### config.mk
export PLATFORM = sky130hd
export DESIGN_NAME = alu_result_stage
export DESIGN_NICKNAME = d
export VERILOG_FILES = /design/src/rtl/alu_pkg.sv /design/src/rtl/alu_result_fifo.sv /design/src/rtl/alu_result_stage.sv
export SDC_FILE = /design/constraint.sdc
export NUM_CORES = 1
export LEC_CHECK = 0
export CAP_MARGIN = 20
export CORE_MARGIN = 2
export CORE_UTILIZATION = 30
export DETAILED_ROUTE_END_ITERATION = 8
export GPL_TIMING_DRIVEN = 1
export PLACE_DENSITY_LB_ADDON = 0.25
export SYNTH_ARGS = -nofsm -noshare
export SYNTH_HDL_FRONTEND = slang
export SYNTH_HIERARCHICAL = 1
export SYNTH_SLANG_ARGS = --single-unit
### constraint.sdc
create_clock -name clk -period 4.45 [get_ports clk]
set_input_delay 0.89 -clock clk [delete_from_list [all_inputs] [get_ports clk]]
set_output_delay 0.89 -clock clk [all_outputs]
set_load 0.005 [all_outputs]
### src/rtl/alu_pkg.sv
// alu_pkg: shared definitions for the ALU result stage.
//   DATA_W_DEF  default ALU result width
//   FLAGS_W     width of the ALU flag vector {sign,carry,zero,overflow,parity}
//   SIGN..PARITY bit positions inside the flag vector
//   occ_t       occupancy encoding of the 2-entry result FIFO
package alu_pkg;

  localparam int DATA_W_DEF = 16;
  localparam int FLAGS_W    = 5;

  localparam int SIGN   = 4;
  localparam int CARRY  = 3;
  localparam int ZERO   = 2;
  localparam int OVF    = 1;
  localparam int PARITY = 0;

  typedef enum logic [1:0] {
    EMPTY = 2'd0,
    ONE   = 2'd1,
    TWO   = 2'd2
  } occ_t;

endpackage

### src/rtl/alu_result_fifo.sv
// alu_result_fifo: 2-entry in-order buffer with valid/ready handshakes.
// The head entry always lives in head_q so data_out is a plain register
// output and stays stable while the consumer stalls.
//   clk, rst          clock, asynchronous active-high reset
//   in_valid/in_ready producer handshake; in_ready depends on occupancy only
//   data_in           entry to buffer
//   out_valid/out_ready consumer handshake
//   data_out          head entry
//
// state | meaning
// EMPTY | no entries buffered
// ONE   | head_q valid
// TWO   | head_q and tail_q valid, producer stalled
module alu_result_fifo
  import alu_pkg::*;
#(
  parameter int W = DATA_W_DEF + FLAGS_W
) (
  input  logic         clk,
  input  logic         rst,
  input  logic         in_valid,
  output logic         in_ready,
  input  logic [W-1:0] data_in,
  output logic         out_valid,
  input  logic         out_ready,
  output logic [W-1:0] data_out
);

  occ_t         state, state_nxt;
  logic [W-1:0] head_q, tail_q;
  logic         push, pop;

  // Held low during reset so nothing is accepted while the buffer is cleared.
  assign in_ready  = (state != TWO) && !rst;
  assign out_valid = (state == ONE) || (state == TWO);
  assign push      = in_valid && in_ready;
  assign pop       = out_valid && out_ready;
  assign data_out  = head_q;

  always_ff @(posedge clk or posedge rst) begin
    if (rst) state <= EMPTY;
    else     state <= state_nxt;
  end

  always_comb begin
    state_nxt = state;
    case (state)
      EMPTY: if (push) state_nxt = ONE;
      ONE: begin
        if (push && !pop)      state_nxt = TWO;
        else if (pop && !push) state_nxt = EMPTY;
      end
      TWO:     if (pop) state_nxt = ONE;
      default: state_nxt = EMPTY;
    endcase
  end

  always_ff @(posedge clk or posedge rst) begin
    if (rst) begin
      head_q <= '0;
      tail_q <= '0;
    end else begin
      case (state)
        EMPTY: if (push) head_q <= data_in;
        ONE: begin
          // Simultaneous push+pop replaces the head directly.
          if (push && pop) head_q <= data_in;
          else if (push)   tail_q <= data_in;
        end
        TWO:     if (pop) head_q <= tail_q;
        default: ;
      endcase
    end
  end

endmodule

### src/rtl/alu_result_stage.sv
// alu_result_stage: buffers ALU results with their flags, tracks the flags
// of the last consumed entry and counts consumed entries.
// Optional feature: define ALU_STICKY_OVF_EN to build the sticky overflow
// indicator; otherwise sticky_ovf is tied low and clr_sticky is ignored.
//   clk, rst              clock, asynchronous active-high reset
//   in_valid/in_ready     producer handshake
//   v_in, flags_in        ALU result and {sign,carry,zero,overflow,parity}
//   out_valid/out_ready   consumer handshake
//   v_out, flags_out      head entry
//   status                flags of the most recently consumed entry
//   clr_sticky/sticky_ovf sticky overflow clear / indicator
//   xfer_cnt              wrapping count of consumed entries
module alu_result_stage
  import alu_pkg::*;
#(
  parameter int DATA_W = DATA_W_DEF
) (
  input  logic              clk,
  input  logic              rst,
  input  logic              in_valid,
  output logic              in_ready,
  input  logic [DATA_W-1:0] v_in,
  input  logic [4:0]        flags_in,
  output logic              out_valid,
  input  logic              out_ready,
  output logic [DATA_W-1:0] v_out,
  output logic [4:0]        flags_out,
  output logic [4:0]        status,
  input  logic              clr_sticky,
  output logic              sticky_ovf,
  output logic [15:0]       xfer_cnt
);

  localparam int ENT_W = DATA_W + FLAGS_W;

  logic [ENT_W-1:0] head;
  logic             pop;

  alu_result_fifo #(.W(ENT_W)) u_fifo (
    .clk       (clk),
    .rst       (rst),
    .in_valid  (in_valid),
    .in_ready  (in_ready),
    .data_in   ({v_in, flags_in}),
    .out_valid (out_valid),
    .out_ready (out_ready),
    .data_out  (head)
  );

  assign v_out     = head[ENT_W-1:FLAGS_W];
  assign flags_out = head[FLAGS_W-1:0];
  assign pop       = out_valid && out_ready;

  always_ff @(posedge clk or posedge rst) begin
    if (rst) begin
      status   <= '0;
      xfer_cnt <= '0;
    end else if (pop) begin
      status   <= flags_out;
      xfer_cnt <= xfer_cnt + 16'd1;
    end
  end

`ifdef ALU_STICKY_OVF_EN
  // Set wins over clear so an overflow popped in the clearing cycle is kept.
  always_ff @(posedge clk or posedge rst) begin
    if (rst)                       sticky_ovf <= 1'b0;
    else if (pop && flags_out[OVF]) sticky_ovf <= 1'b1;
    else if (clr_sticky)           sticky_ovf <= 1'b0;
  end
`else
  logic unused_clr_sticky;
  assign unused_clr_sticky = clr_sticky;
  assign sticky_ovf        = 1'b0;
`endif

endmodule

* Word level (Yosys, flattened, before mapping)
Index checks and enable logic that the tools add are counted.
** Word-level totals
- Flip-flop bits (word level) :: 65
- Bits of input ports :: 26
- Output and inout bits :: 45
- Logic and storage cells :: 38
** Cells by class
- Add/subtract/negate cells :: 1
- Equality and inequality tests :: 7
- Mux-type cells :: 9
- Bitwise operators :: 1
- Reductions and logical operators :: 15
** Operators by type and width (count)
- 2-to-1 mux 21 bit :: 3
- one-hot mux 21 bit (3 select lines) :: 1
- adder 16 x 1 -> 16 bit (second input constant) :: 1
- 2-to-1 mux 2 bit :: 4
- logical AND 1 bit :: 6
- one-hot mux 2 bit (3 select lines) :: 1
- AND reduction 3 bit :: 2
- != test 2 x 1 -> 1 bit (second input constant) :: 2
- != test 2 bit (second input constant) :: 2
- AND reduction 4 bit :: 1
- zero test 1 bit :: 3
- != test 3 bit (second input constant) :: 1
- nonzero test 3 bit :: 1
- == test 2 x 1 -> 1 bit (second input constant) :: 1
- == test 2 bit (second input constant) :: 1
- zero test 2 bit :: 1
- logical OR 1 bit :: 1
- inverter 1 bit :: 1

* Depth between registers and ports, before layout
- Word-level depth :: 8
- Depth in mapped cells :: 8
- Gate-level depth less buffers :: 6

* Cells and area by module
Netlist, hierarchy kept.
** By module, submodules not included
- alu_result_fifo :: instances 1, cells each 136, area each 2100.8 um^2, sequential area each 1101.1 um^2
- alu_result_stage :: instances 1, cells each 71, area each 912.1 um^2, sequential area each 525.5 um^2

* Worst setup path after synthesis
Ideal clock, no wire load.
- Kind :: in2reg
- Start :: in rst
- End :: reg u_fifo.head_q[0] (netlist: u_fifo/data_out[0])
- Library setup time :: 0.125 ns
- Arrival :: 1.997 ns
- Required time :: 4.325 ns
- Slack :: 2.328 ns
- Stages :: 5
- Buffers on the path :: 1
- Cell sequence :: nor3b_4 > nand3_1 > a211o_1 > buf_6 > mux2_4
** On the way
- Cells in the longest elaborated chain, start to end :: 6
- Elaborated cells between the ends (all ways) :: 7
- Classes of those cells :: 2 x eq/ne; 5 x reduce/logical
** Ends and longest elaborated chain
- from (decl) :: RTL line alu_result_stage.sv:19 : input logic rst,
- zero test 1 bit (*) :: RTL line alu_result_fifo.sv:34 : assign in_ready = (state != TWO) && !rst;
- logical AND 1 bit (*) :: RTL line alu_result_fifo.sv:34
- logical AND 1 bit (*) :: RTL line alu_result_fifo.sv:36 : assign push = in_valid && in_ready;
- logical AND 1 bit :: RTL line alu_result_fifo.sv:67 : if (push && pop) head_q <= data_in;
- != test 2 bit (no line)
- AND reduction 4 bit (no line) (*)
- to (signal assigned) :: RTL line alu_result_fifo.sv:64 : EMPTY: if (push) head_q <= data_in;
- to (signal assigned) :: RTL line alu_result_fifo.sv:67
- to (signal assigned) :: RTL line alu_result_fifo.sv:70 : TWO: if (pop) head_q <= tail_q;
- to (decl) :: RTL line alu_result_fifo.sv:30 : logic [W-1:0] head_q, tail_q;
Every way passes the cells marked *; elsewhere a longest branch is shown, timed or not.
A chain may end at the register's enable or synchronous reset.

* Final worst setup path
- Start :: in rst
- End :: out in_ready
** On the way
- Cells in the longest elaborated chain, start to end :: 2
** Ends and longest elaborated chain
- zero test 1 bit :: RTL line alu_result_fifo.sv:34
- logical AND 1 bit :: RTL line alu_result_fifo.sv:34
- to (decl) :: RTL line alu_result_stage.sv:21 : output logic in_ready,
No other way between the ends.

==> out/results.md <==
* Post-Syn Instances: 207
* final core utilization: 0.416
* signed area change from the synthesized netlist to the final layout: 34.9%
* PD cells: 691 nW/um^2
* sequential fraction of the synthesis area: 0.540
* data arrival time of the worst path: 2070 ps
* Nets: 314
* placer congestion estimate: 0.824
* number of setup violations in the final report: 0
* total routing resource utilization after global routing: 0.121
* worst clock skew on the final layout: 10.2 ps
* global-route wire length before repair: 10,400 um
* FF-to-FF setup slack: 1700 ps
* DIE WIDTH: 104 um
* DRC violations left: 0
* Max transition margin: 0.460
* Total Negative Setup Slacks: 0 ps
* Worst Hold Class: register to register
* Via density: 4.46
* mean routed wirelength per cell: 14.4 um
* input/output buffers: 68
* final non-filler cell area: 4060 um^2
* post-detailed-placement half-perimeter wirelength: 4030 um
* Critical Path Source Type: primary input
* number of antenna violations at the first check in global routing: 0
* pin count of the biggest net entering global routing: 45
* Resize count post-CTS: 0
* CP endpoint kind: output port
* area share of the largest cell type after synthesis: 0.540
* clock transition time at the flip-flop clock pins of the worst setup and hold paths: 70 ps
* CTS tree: done
* number of synthesized register bits: 65
* floorplan row count: 36
* yosys warns: 6
* CTS Buf Count: 9
* layout cell share with drive strength beyond 1: 0.332
* Slew @ Worst Pin: 809 ps
* post-CTS setup repair buffer count: 0
* number of flops mapped to enable cells by yosys: 0
* static leakage: 1.80 nW
* Std-Cell Core Area: 9770 um^2
* Max Slew Vio Count: 0
* async set or reset register ratio after synthesis: 1.00
* Main synth FF type: sky130_fd_sc_hd__dfrtp_1
* H-tree Lvls: 3
* per-instance average area after synthesis: 14.6 um^2
* status: completed
* largest area contributor in the netlist: sky130_fd_sc_hd__dfrtp_1
* Unique masters post-synth: 29
* worst endpoint required time: 3560 ps
* hold buffers post-CTS: 0
* maximum net fanout on the critical path: 4
* Die ar.: 10,900 um^2
* grt total ovfl: 0
* maximum clock path buffer count: 2
* I/O Pins: 71
* area of the mapped netlist: 3010 um^2
* RSZ-0062 raised after global routing: no
* f_max: 0.338 GHz
* vias post-DR: 1,867
* number of DRC violations after detailed-routing iteration 0: 36
* most common cell in the synthesized netlist: sky130_fd_sc_hd__dfrtp_1
* Root Driver: sky130_fd_sc_hd__clkbuf_8
* main area contributors after synthesis: sky130_fd_sc_hd__dfrtp_1 54%, sky130_fd_sc_hd__mux2_2 18%, sky130_fd_sc_hd__mux2_4 10%
* number of antenna-violating nets in the routed design: 0
* number of sinks on the clock net: 65
* most used standard cells in the synthesized netlist: 65 x sky130_fd_sc_hd__dfrtp_1, 49 x sky130_fd_sc_hd__mux2_2, 20 x sky130_fd_sc_hd__mux2_4
* Total Routed Length: 6020 um
* endpoints failing hold: 0
* worst hold slack: 482 ps
* chip height: 104 um
* latest clock arrival within the worst-skew pair: 340 ps
* initial core utilization: 0.308
* area after detailed placement: 3830 um^2
* final critical delay including setup and external delays: 2960 ps
* # Max-Cap Violations: 0
* class of the most critical setup path: primary input to output port
* number of detailed-route iterations in the first pass: 3
* Antenna Diode Count: 0
* portion of the clock cycle consumed by the worst path in the final layout: 0.665
* PnR Total Power: 2.81 mW
* via count of the first global-routing pass: 2,025
* VDD IR max: 0.296 mV
* Synth Net Count: 239
==> area by class of cell <==
type                            instances  area [um^2]
Sequential cell                        65         1630
Timing Repair Buffer                   72          723
Fill cell                             933         5710
Clock buffer                           10          138
Clock inverter                          5         80.1
Inverter                                5         18.8
Tap cell                              133          166
Multi-Input combinational cell        129         1310
==> worst max-delay path, stage by stage <==
cell                              delay [ps]
sky130_fd_sc_hd__clkdlybuf4s50_1         520
sky130_fd_sc_hd__nor2_1                  150
sky130_fd_sc_hd__clkdlybuf4s50_1         510
==> final timing paths <==
check | from | cells after the start | endpoint
min reg2reg | xfer_cnt[15]$_DFFE_PP0P_ | 1 | xfer_cnt[15]$_DFFE_PP0P_
max | rst | 3 | in_ready
min | xfer_cnt[15]$_DFFE_PP0P_ | 1 | xfer_cnt[15]$_DFFE_PP0P_
max in group asynchronous | rst | 2 | status[4]$_DFFE_PP0P_
min in group asynchronous | rst | 2 | u_fifo/data_out[4]$_DFFE_PP0P_
max reg2reg | u_fifo/state[0]$_DFFE_PP0P_ | 8 | u_fifo/data_out[5]$_DFFE_PP0P_
==> through the flow <==
step / cells / worst slack (ps)
global placement: 403 / 1340
global route: 419 / 1440
floorplan: 207 / 2330
finish: 419 / 1490
CTS: 418 / 1480
detailed placement: 403 / 1300
==> logic make-up (layout without fill, tap and decap cells) <==
| kind of cell | Yosys count | in the layout | synth area share |
|---|---|---|---|
| mux | 69 | 69 | 0.283 |
| compound gates | 4 | 4 | 0.00955 |
| xor+xnor | 16 | 16 | 0.0465 |
| flops | 65 | 65 | 0.540 |
| fa+ha+maj | 6 | 6 | 0.0249 |
| other cells | 1 | 1 | 0.00124 |
| buf+inv | 13 | 92 | 0.0249 |
| simple gates | 33 | 33 | 0.0702 |
==> power by group <==
| group | switching [mW] | internal (mW) |
|---|---|---|
| registers | 0.167 | 0.854 |
| clock network | 0.234 | 0.327 |
| logic | 0.424 | 0.802 |
| total | 0.825 | 1.98 |
==> placed cells by master, fill, tap and decap left out, types with 2 or more instances in the layout <==
cell type / count
sky130_fd_sc_hd__and3_1: 2
sky130_fd_sc_hd__buf_4: 3
sky130_fd_sc_hd__bufinv_16: 2
sky130_fd_sc_hd__clkbuf_8: 10
sky130_fd_sc_hd__clkdlybuf4s50_1: 68
sky130_fd_sc_hd__clkinvlp_4: 2
sky130_fd_sc_hd__dfrtp_1: 65
sky130_fd_sc_hd__ha_1: 6
sky130_fd_sc_hd__inv_1: 4
sky130_fd_sc_hd__mux2_2: 49
sky130_fd_sc_hd__mux2_4: 20
sky130_fd_sc_hd__nand2_1: 6
sky130_fd_sc_hd__nand3_1: 6
sky130_fd_sc_hd__nand4_1: 3
sky130_fd_sc_hd__nand4_2: 2
sky130_fd_sc_hd__nor2_1: 7
sky130_fd_sc_hd__xnor2_1: 8
sky130_fd_sc_hd__xor2_1: 8
==> registers in the layout, indices dropped and copies added (netlist names) <==
| register | count |
|---|---|
| u_fifo/data_out | 21 |
| u_fifo/state | 2 |
| xfer_cnt | 16 |
| status | 5 |
| u_fifo/tail_q | 21 |
==> metal layers <==
| metal | track usage | vias up | part of all wire |
|---|---|---|---|
| met1 | 0.151 | 931 | 0.47 |
| met5 | 0 | - | 0 |
| met3 | 0.0533 | 9 | 0.064 |
| met2 | 0.188 | 57 | 0.45 |
| met4 | 0.0376 | 0 | 0.013 |
| li1 | - | 870 | - |
No activity file was read; power rests on OpenSTA's default activity.
